<file path="config.mk">
export PLATFORM = sky130hd
export DESIGN_NAME = jogador_automatico
export DESIGN_NICKNAME = d
export VERILOG_FILES = /design/src/rtl/jogador_pkg.sv /design/src/rtl/jogador_memoria.sv /design/src/rtl/jogador_automatico.sv
export SDC_FILE = /design/constraint.sdc
export NUM_CORES = 1
export LEC_CHECK = 0
export ABC_AREA = 1
export CAP_MARGIN = 5
export CELL_PAD_IN_SITES_DETAIL_PLACEMENT = 0
export CELL_PAD_IN_SITES_GLOBAL_PLACEMENT = 1
export CORE_ASPECT_RATIO = 1.1
export CORE_UTILIZATION = 42
export CTS_BUF_LIST = sky130_fd_sc_hd__clkbuf_4
export CTS_CLUSTER_SIZE = 12
export DETAILED_ROUTE_END_ITERATION = 8
export PLACE_DENSITY_LB_ADDON = 0.1
export SYNTH_ARGS = -nofsm -noshare
export SYNTH_HDL_FRONTEND = slang
export SYNTH_SLANG_ARGS = --single-unit
</file>
<file path="constraint.sdc">
create_clock -name clock -period 5.3 [get_ports clock]
set_input_delay 1.325 -clock clock [delete_from_list [all_inputs] [get_ports clock]]
set_output_delay 1.325 -clock clock [all_outputs]
set_load 0.01 [all_outputs]
</file>
<file path="src/rtl/jogador_pkg.sv">
// Shared types and constants for the automatic player.
package jogador_pkg;

  typedef enum logic [2:0] {
    IDLE      = 3'd0,
    CAPTURA   = 3'd1,
    INTERVALO = 3'd2,
    PRESSIONA = 3'd3,
    FIM       = 3'd4
  } estado_t;

  localparam int DEPTH_PADRAO = 16;
  localparam int PRESS_PADRAO = 1000;
  localparam int GAP_PADRAO   = 1000;

  function automatic int clog2(input int valor);
    int r;
    r = 0;
    for (int v = valor - 1; v > 0; v = v >> 1) r++;
    return r;
  endfunction

endpackage

</file>
<file path="src/rtl/jogador_memoria.sv">
// DEPTH x 4 register file holding the captured plays: synchronous write, asynchronous read.
module jogador_memoria
  import jogador_pkg::*;
#(
  parameter int DEPTH = DEPTH_PADRAO,
  parameter int AW    = clog2(DEPTH)
) (
  input  logic          clock,
  input  logic          we,
  input  logic [AW-1:0] addr_w,
  input  logic [3:0]    dado_w,
  input  logic [AW-1:0] addr_r,
  output logic [3:0]    dado_r
);

  logic [3:0] mem_q [DEPTH];

  always_ff @(posedge clock) begin
    if (we) mem_q[addr_w] <= dado_w;
  end

  assign dado_r = mem_q[addr_r];

endmodule

</file>
<file path="src/rtl/jogador_automatico.sv">
// Automatic player: records the LED sequence of a round and replays it on the buttons.
// Optional macro JOGADOR_ERRO_INJETADO_EN adds forca_erro to corrupt the last replayed press.
module jogador_automatico
  import jogador_pkg::*;
#(
  parameter int DEPTH        = DEPTH_PADRAO,
  parameter int PRESS_CYCLES = PRESS_PADRAO,
  parameter int GAP_CYCLES   = GAP_PADRAO
) (
  input  logic       clock,
  input  logic       reset,
  input  logic       habilita,
  input  logic [3:0] leds,
  input  logic       vez_jogador,
  input  logic       pronto,
`ifdef JOGADOR_ERRO_INJETADO_EN
  input  logic       forca_erro,
`endif
  output logic [3:0] botoes,
  output logic       ocupado,
  output logic       estouro,
  output logic [2:0] db_estado,
  output logic [3:0] db_ponteiro
);

  localparam int AW   = clog2(DEPTH);
  localparam int PW   = AW + 1;
  localparam int TMAX = (PRESS_CYCLES > GAP_CYCLES) ? PRESS_CYCLES : GAP_CYCLES;
  localparam int TW   = (clog2(TMAX) < 1) ? 1 : clog2(TMAX);

  estado_t         estado_q, estado_d;
  logic [PW-1:0]   wr_q, wr_d, rd_q, rd_d;
  logic [TW-1:0]   timer_q, timer_d;
  logic [3:0]      botoes_q, botoes_d;
  logic            estouro_q, estouro_d;
  logic [3:0]      leds_q, leds_ant_q;
  logic            vez_q, vez_ant_q;
  logic            mem_we;
  logic [3:0]      dado_r, valor_press;
  logic            flash, sobe, desce, ultimo;

  // Pins are registered before edge detection, so flash and turn edges line up.
  assign flash  = (leds_ant_q == 4'd0) && (leds_q != 4'd0);
  assign sobe   = vez_q && !vez_ant_q;
  assign desce  = !vez_q && vez_ant_q;
  assign ultimo = (rd_q == wr_q - PW'(1));

  jogador_memoria #(.DEPTH(DEPTH), .AW(AW)) u_memoria (
    .clock  (clock),
    .we     (mem_we),
    .addr_w (wr_q[AW-1:0]),
    .dado_w (leds_q),
    .addr_r (rd_q[AW-1:0]),
    .dado_r (dado_r)
  );

  always_comb begin
    valor_press = dado_r;
`ifdef JOGADOR_ERRO_INJETADO_EN
    if (forca_erro && ultimo) valor_press = {dado_r[2:0], dado_r[3]};
`endif
  end

  always_comb begin
    estado_d  = estado_q;
    wr_d      = wr_q;
    rd_d      = rd_q;
    timer_d   = timer_q;
    botoes_d  = 4'd0;
    estouro_d = estouro_q;
    mem_we    = 1'b0;

    case (estado_q)
      IDLE: begin
        wr_d    = '0;
        rd_d    = '0;
        timer_d = '0;
        if (habilita && !pronto) estado_d = CAPTURA;
      end
      CAPTURA: begin
        if (flash) begin
          if (wr_q == PW'(DEPTH)) begin
            estouro_d = 1'b1;
          end else begin
            mem_we = 1'b1;
            wr_d   = wr_q + PW'(1);
          end
        end
        // wr_d already counts a flash arriving in the same cycle as the turn edge.
        if (sobe) begin
          rd_d     = '0;
          timer_d  = '0;
          estado_d = (wr_d != '0) ? INTERVALO : FIM;
        end
      end
      INTERVALO: begin
        if (timer_q == TW'(GAP_CYCLES - 1)) begin
          timer_d  = '0;
          estado_d = PRESSIONA;
          botoes_d = valor_press;
        end else begin
          timer_d = timer_q + TW'(1);
        end
      end
      PRESSIONA: begin
        botoes_d = botoes_q;
        if (timer_q == TW'(PRESS_CYCLES - 1)) begin
          timer_d  = '0;
          rd_d     = rd_q + PW'(1);
          botoes_d = 4'd0;
          estado_d = ultimo ? FIM : INTERVALO;
        end else begin
          timer_d = timer_q + TW'(1);
        end
      end
      FIM: begin
        if (desce) begin
          wr_d     = '0;
          estado_d = CAPTURA;
        end
      end
      default: estado_d = IDLE;
    endcase

    // Game moved on to the next round mid-replay: abandon it and start capturing.
    if (((estado_q == INTERVALO) || (estado_q == PRESSIONA)) && desce) begin
      estado_d = CAPTURA;
      wr_d     = '0;
      timer_d  = '0;
      botoes_d = 4'd0;
    end
    if (!habilita || pronto) begin
      estado_d = IDLE;
      botoes_d = 4'd0;
      mem_we   = 1'b0;
    end
    if (estado_d == IDLE) estouro_d = 1'b0;
  end

  always_ff @(posedge clock) begin
    if (reset) begin
      estado_q   <= IDLE;
      wr_q       <= '0;
      rd_q       <= '0;
      timer_q    <= '0;
      botoes_q   <= 4'd0;
      estouro_q  <= 1'b0;
      leds_q     <= 4'd0;
      leds_ant_q <= 4'd0;
      vez_q      <= 1'b0;
      vez_ant_q  <= 1'b0;
    end else begin
      estado_q   <= estado_d;
      wr_q       <= wr_d;
      rd_q       <= rd_d;
      timer_q    <= timer_d;
      botoes_q   <= botoes_d;
      estouro_q  <= estouro_d;
      leds_q     <= leds;
      leds_ant_q <= leds_q;
      vez_q      <= vez_jogador;
      vez_ant_q  <= vez_q;
    end
  end

  assign botoes      = botoes_q;
  assign estouro     = estouro_q;
  assign ocupado     = (estado_q == INTERVALO) || (estado_q == PRESSIONA);
  assign db_estado   = estado_q;
  assign db_ponteiro = 4'(ocupado ? rd_q : wr_q);

endmodule

</file>
**Word level (Yosys, flattened, before mapping)**

Memories as Yosys holds them, arrays and structs flattened. A register that Yosys moved wholly into a read port is not among the register bits.
Index checks and enable logic that the tools add are counted.

- Flip-flop bits (word level): 38
- Bits in writable memories: 64
- Input port bits: 9
- Output and inout port bits: 13
- Logic and storage cells: 85
- Memories kept: 1

Memories:

| name | depth | bits a word | rd ports | clocked after Yosys merged registers in | wr ports | line | source |
|---|---|---|---|---|---|---|---|
| u_memoria.mem_q | 16 | 4 | 1 | 1 | 1 | jogador_memoria.sv:16 | `logic [3:0] mem_q [DEPTH];` |

- Add/sub/neg operators: 4
- Eq/ne operators: 10
- Mux-type cells: 33
- Reductions and logical operators: 27

Operator list:

| cell | count |
|---|---|
| 5-bit 2-to-1 mux | 6 |
| 10-bit one-hot mux with 3 select lines | 1 |
| 5-bit one-hot mux with 3 select lines | 2 |
| 3-bit 2-to-1 mux | 9 |
| 10-bit 2-to-1 mux | 2 |
| 4-bit 2-to-1 mux | 5 |
| 3-bit one-hot mux with 5 select lines | 1 |
| 10-bit by 1-bit adder with 10-bit output (second input constant) | 1 |
| 5-bit by 1-bit adder with 5-bit output (second input constant) | 2 |
| 10-bit == test (second input constant) | 1 |
| 3-bit nonzero test | 3 |
| 4-bit one-hot mux with 2 select lines | 1 |
| 3-bit by 2-bit == test with 1-bit output (second input constant) | 2 |
| 3-bit zero test | 2 |
| 1-bit 2-to-1 mux | 6 |
| 2-bit != test (second input constant) | 3 |
| 3-bit AND reduction | 2 |
| 2-bit OR reduction | 3 |
| 5-bit == test | 1 |
| 5-bit == test (second input constant) | 1 |
| 1-bit logical AND | 5 |
| 5-bit nonzero test | 1 |
| 5-bit by 1-bit subtractor with 5-bit output (second input constant) | 1 |
| 1-bit zero test | 4 |
| other kinds (7) | 9 |

**Logic depth before layout (Yosys ltp)**

Gate-level depths: netlist (run 1).

- Depth in word-level cells: 12
- Mapped depth: 16
- Mapped depth without buffers: 15

**Cells and area by module**

A second synthesis (run 1) with hierarchy kept.

- Cell total of the unflattened synthesis: 606
- Area total of the unflattened synthesis: 4,972.3 um^2

Modules (own cells, without submodules):

| module | times used | cells each | area each (um^2) | sequential area each (um^2) |
|---|---|---|---|---|
| jogador_memoria | 1 | 286 | 2,886.5 | 1,921.8 |
| jogador_automatico | 1 | 320 | 2,085.8 | 760.7 |

**Least setup slack after synthesis (run 1)**

No wires, ideal clock.

- Kind: register to output
- Start: reg estado_q[2], in the netlist db_estado[2]
- End: out db_ponteiro[1]
- Data arrival time: 1.082 ns
- Required time: 3.975 ns
- Slack: 2.893 ns
- Cell stages (with the launch flop): 5
- Cell sequence: dfxtp_1 inv_2 nand2_1 inv_1 o21ai_0

- Cells in the longest elaborated chain, start to end: 3
- Elaborated cells between the ends (all ways): 4

RTL lines:

| item | line | source |
|---|---|---|
| start, declared | jogador_automatico.sv:31 | `estado_t estado_q, estado_d;` |
| start signal, assigned | jogador_automatico.sv:153 | `estado_q <= estado_d;` |
| 3-bit by 2-bit == test with 1-bit output | jogador_automatico.sv:168 | `assign ocupado = (estado_q == INTERVALO) \|\| (estado_q == PRESSIONA);` |
| 1-bit logical OR * | jogador_automatico.sv:168 |  |
| named net ocupado | jogador_automatico.sv:20 | `output logic ocupado,` |
| 4-bit 2-to-1 mux * | jogador_automatico.sv:170 | `assign db_ponteiro = 4'(ocupado ? rd_q : wr_q);` |
| end, declared | jogador_automatico.sv:23 | `output logic [3:0] db_ponteiro` |

The timed path passes the listed nets; every way through them passes the cells marked *.

**Worst setup path after layout (run 1)**

- Start: reg estado_q[1], in the netlist db_estado[1]
- End: out db_ponteiro[1]

- Cells in the longest elaborated chain, start to end: 3
- Elaborated cells between the ends (all ways): 4

RTL lines:

| item | line |
|---|---|
| 3-bit by 2-bit == test with 1-bit output | jogador_automatico.sv:168 |
| 1-bit logical OR * | jogador_automatico.sv:168 |
| 4-bit 2-to-1 mux * | jogador_automatico.sv:170 |

Mark *: on every way between the ends. The rest lies on a longest branch, timed or not.

==> results of run 1 <==
layer usage:
layer | up-vias | GRT usage [%]
li1 | 1847 | -
met1 | 1656 | 23.25
met2 | 43 | 37.28
met3 | 8 | 2.925
met4 | 0 | 5.634
met5 | - | 0
worst max path at each step:
stage                       from                    end  slack [ps]
finish              db_estado[1]         db_ponteiro[1]        1910
global route        db_estado[1]         db_ponteiro[1]        1750
CTS                 db_estado[1]         db_ponteiro[1]        1870
detailed placement      habilita  u_memoria.mem_q[5][3]        2080
global placement        habilita  u_memoria.mem_q[9][0]        2120
floorplan           db_estado[2]         db_ponteiro[1]        2890
power by group through the flow:
| stage | Combinational (W) | Sequential [W] | Clock (W) |
|---|---|---|---|
| after floorplan | 0.0000374 | 0.000901 | 0 |
| after global placement | 0.0000529 | 0.000909 | 0 |
| after detailed placement | 0.0000530 | 0.000909 | 0 |
| after CTS | 0.0000531 | 0.000891 | 0.000415 |
| after global routing | 0.0000599 | 0.000892 | 0.000444 |
| final | 0.0000523 | 0.000890 | 0.000400 |
Yosys cell counts, drive strengths merged:
library cell	count	area (um^2)
xnor2	1	8.760
a31oi	1	6.260
xor2	2	17.52
nand3b	1	7.510
nand4	6	37.54
buf	13	86.33
dfxtp	42	840.8
inv	78	292.8
edfxtp	64	1922
mux2	3	33.78
nor4	1	6.260
nand3	28	145.1
o21ai	39	198.9
ha	7	87.58
nor4b	1	8.760
a21oi	45	229.0
nor3b	1	12.51
nor2	59	241.5
o211ai	9	67.56
clkbuf	4	15.01
nor3	13	97.59
or2	1	6.260
and3	1	6.260
nand2	132	538.0
o21a	1	7.510
layout make-up:
class | count | area [um^2]
repair buffers | 22 | 217.7
flip-flops and latches | 106 | 2763
clock inverters | 6 | 57.56
inverters | 78 | 292.8
multi-input cells | 352 | 1764
clock buffers | 10 | 75.07
well taps | 150 | 187.7
fillers | 1130 | 6082
metrics by stage:
stage / instances / utilization (%) / power [W] / instance area, um^2 / setup WS (ps)
floorplan: 553 / - / 0.0009384 / 4921 / 2893
global placement: 708 / 45.67 / 0.0009617 / 5225 / 2120
detailed placement: 708 / 45.67 / 0.0009617 / 5225 / 2082
CTS: 724 / 46.83 / 0.001358 / 5358 / 1868
global route: 724 / 46.83 / 0.001395 / 5358 / 1751
finish: 724 / 46.83 / 0.001342 / 5358 / 1906
registers in the layout (all words and copies together) (netlist names), named ones only:
signal / cells
u_memoria.mem_q: 64
timer_q: 10
rd_q: 5
wr_q: 5
botoes: 4
leds_ant_q: 4
leds_q: 4
db_estado: 3
estouro: 1
vez_ant_q: 1
vez_q: 1
worst max-delay path, cell delays in order (launching register included):
cell and delay [ps]:
dfxtp_1 510, nand2_1 230, inv_1 190, nand2_1 60
o21ai_0 80, clkdlybuf4s50_1 560
cell families (layout without fill, tap and decap cells):
logic type / count (synthesis) / count (layout) / synth area share, %
XOR/XNOR: 3 / 3 / 0.5340
flip-flops: 106 / 106 / 56.14
adder cells (fa/ha/maj): 7 / 7 / 1.780
multiplexers: 3 / 3 / 0.6865
AND/OR/NAND/NOR: 244 / 244 / 22.50
buffers and inverters: 95 / 116 / 8.009
AO/OA/AOI/OAI: 95 / 95 / 10.35
==> results.ini, run 1 <==
[detailed_routing]
antenna_left=0
route.vias.total=3554
drt_wl_total_um=11230
drtIter0Drc=168
wire_per_inst_um=15.51
drc=0
wl_met1_um=5107
routed-wl-met2_um=5782
met3_length_um=227
via_per_inst=4.909
first_pass_iters=4
top_layer_used=met4

[timing]
holdWs_ps=450.9
slew-limit-headroom_pct=23.51
fmax_ghz=0.2946
tightest_slew_ps=1146
hold_violations=0
rsz0062_at_grt=no
finalMaxSlewViolations=0
skew_ps=17.71
period_minus_slack_ps=3394
finalSetupViolations=0
timing.setup.tns_ps=0
min_period_over_period_pct=64.04

[floorplan]
start_util_pct=43.02
row_count=41
core_um2=11440
die_y_um=115.5
die_width_um=105.2
dieArea_um2=12150
ios=22

[critical_path]
critPathKind=reg2out
r2r-end=u_memoria.mem_q[2][2]
r2r-start=leds_q[2]
cp-start-kind=register
worstSetupEndpointType=primary output
cp_max_fo=8
reg2reg_slack_ps=2680
worstPathArrival_ps=2070
ff2ff_path_depth=8
crit_required_ps=3970

[run_status]
status=finished clean

[place]
port_buffers=21
place.gp.congestion=0.8099
hpwl_um=7986

[final_layout]
layout_commonest_cell=nand2_1
final_cell_mix=123 x nand2_1, 73 x inv_1, 64 x edfxtp_1
syn_to_final_growth_pct=8.874
nNetsFinal=585
antenna_cells=0
drive_gt1_share_pct=7.491

[worst_hold_path]
holdPathStages=2
worstHoldStart=vez_q
whs_endpoint=vez_ant_q
min_path_type=reg2reg

[yosys]
synth.net_count=569
ys_types=38
synth_area_um2=4921
seq_area_frac_synth_pct=56.14
avgSynthCellArea_um2=8.899
synth_warnings=0
synthCells=553
yosys_register_bits=106

[global_routing]
grt_pass1_wl_um=18010
gr-usage-all-layers_pct=19.71
antenna_found_initial=0
grt_max_degree=62
grt-ovfl-total=0
grt_pass1_vias=3440

[pwr]
sequentialPowerShare_pct=66.3
clkPwrFrac_pct=29.8
p_comb_share_pct=3.9
peakVddDrop_mv=0.1216
intPower_w=0.001041
swShare_pct=22.40
power_leakage_nw=2.027
pwr_density_cell_nw_per_um2=250.5
p_switching_w=0.0003007

[run]
maxCapViolCount=0

[clocking]
clkLatencyLatePin_ps=440
ctsResizeCount=0
cts_root_buf=clkbuf_4
cts_setup_buffers=0
ctsHoldBuffers=0
path_clk_slew_ps=150
cts_buffers=9
cts.sinks=106
htree_levels=3
cts_tree=done
max-clock-path-buffers=2

Note: power is estimated with default switching activity, not from simulation.
==> inputs of run 2 (changes only) <==
==> constraint.sdc (replaced) <==
create_clock -name clock -period 2.75 [get_ports clock]
set_input_delay 0.6875 -clock clock [delete_from_list [all_inputs] [get_ports clock]]
set_output_delay 0.6875 -clock clock [all_outputs]
set_load 0.01 [all_outputs]
==> results.ini, run 2 (synthesis gave the netlist of run 1 again) <==
[floorplan]
core_um2=11440
die_width_um=105.2
die_y_um=115.5
ios=22
start_util_pct=43.02
row_count=41
dieArea_um2=12150

[place]
pre_cts_ws_ps=216.5
dpl.cell_count=719
hpwl_um=8198
place.gp.congestion=0.8152
port_buffers=21

[detailed_routing]
antenna_left=0
drt_wl_total_um=11220
drtIter0Drc=130
first_pass_iters=4
via_per_inst=4.985
route.vias.total=3664
drc=0
wire_per_inst_um=15.26

[clocking]
cts_buffers=9
cts.sinks=106
max-clock-path-buffers=2
path_clk_slew_ps=180
ctsHoldBuffers=0
htree_levels=3
ctsResizeCount=2
cts_root_buf=clkbuf_4
cts_tree=done
cts_setup_buffers=0
clkLatencyLatePin_ps=470

[final_layout]
top_register=u_memoria.mem_q
largest_register_ffs=64
top_regs=u_memoria.mem_q x64, timer_q x10
nNetsFinal=596
fin_cells=735
drive_gt1_share_pct=10.43
antenna_cells=0
layout_commonest_cell=nand2_1
syn_to_final_growth_pct=11.16
final_cell_mix=122 x nand2_1, 72 x inv_1, 64 x edfxtp_1

[critical_path]
critPathMaxStageDelay_ps=560
critPathTopFamily=buffers and inverters
crit_required_ps=2060
cpMaxStageDelayCell=clkdlybuf4s50_1
cp_common_cell=inv_2
worstSetupEndpointType=primary output
crit_buf_inv=3
cp_max_fo=8
cp-start-kind=register
worstPathArrival_ps=1870
critPathKind=reg2out
path_cells=inv_2 -> nand2_2 -> inv_2 -> nand2_1 -> o21ai_0 -> clkdlybuf4s50_1

[timing]
finalSetupViolations=0
slew-limit-headroom_pct=43.96
finalMaxSlewViolations=0
skew_ps=21.93
timing.setup.tns_ps=0
rsz0062_at_grt=no
fmax_ghz=0.3905
min_period_over_period_pct=93.11
worst_slack_ps=189.5
hold_violations=0
period_minus_slack_ps=2561
holdWs_ps=448.8
tightest_slew_ps=839.4

[pwr]
pwr_density_cell_nw_per_um2=484.3
power_leakage_nw=2.100
p_total_w=0.002649
peakVddDrop_mv=0.2694

[run_status]
status=finished clean

[global_routing]
grt_pass1_vias=3576
grt-ovfl-total=0
grt_max_degree=62
gr-usage-all-layers_pct=19.89
antenna_found_initial=0
grt_pass1_wl_um=18160

[run]
maxCapViolCount=0

[worst_hold_path]
min_path_type=reg2reg

==> run 2: through the flow <==
stage	util, %	area [um^2]
6_report	47.82	5470
2_1_floorplan	-	4921
3_5_place_dp	46.51	5320
3_3_place_gp	46.51	5320
5_1_grt	47.82	5470
4_1_cts	47.80	5468
==> run 2: final timing paths <==
kind / slack, ps / cells past startpoint / end / start
setup / recovery: 190 / 6 / db_ponteiro[1] / db_estado[2]
hold / removal: 450 / 2 / vez_ant_q / vez_q
setup reg to reg: 540 / 9 / u_memoria.mem_q[2][0] / wr_q[1]
hold reg to reg: 450 / 2 / vez_ant_q / vez_q
==> run 2: tightest hold or removal path, delay by kind of cell (launching register included) <==
| family | cells | cell delay [ps] |
|---|---|---|
| flops | 1 | 360 |
| buf+inv | 1 | 50 |
| simple gates | 1 | 30 |
==> run 2: layer usage <==
layer | global-route usage, % | up-vias | wire (um)
li1 | - | 1870 | -
met1 | 22.74 | 1726 | 4831
met2 | 37.72 | 56 | 5889
met3 | 3.656 | 12 | 327
met4 | 6.103 | 0 | 167
met5 | 0 | - | 0
==> run 2: power by group <==
group	internal [W]	switching, W
Clock	0.000287	0.000536
Combinational	0.0000447	0.0000854
Sequential	0.00169	0.00000631
==> run 2: layout make-up <==
| class | instances | area (um^2) |
|---|---|---|
| clock buffers | 9 | 67.56 |
| clock inverters | 7 | 77.57 |
| fillers | 1114 | 5969 |
| inverters | 78 | 292.8 |
| multi-input cells | 352 | 1767 |
| flip-flops and latches | 106 | 2765 |
| well taps | 150 | 187.7 |
| repair buffers | 33 | 312.8 |
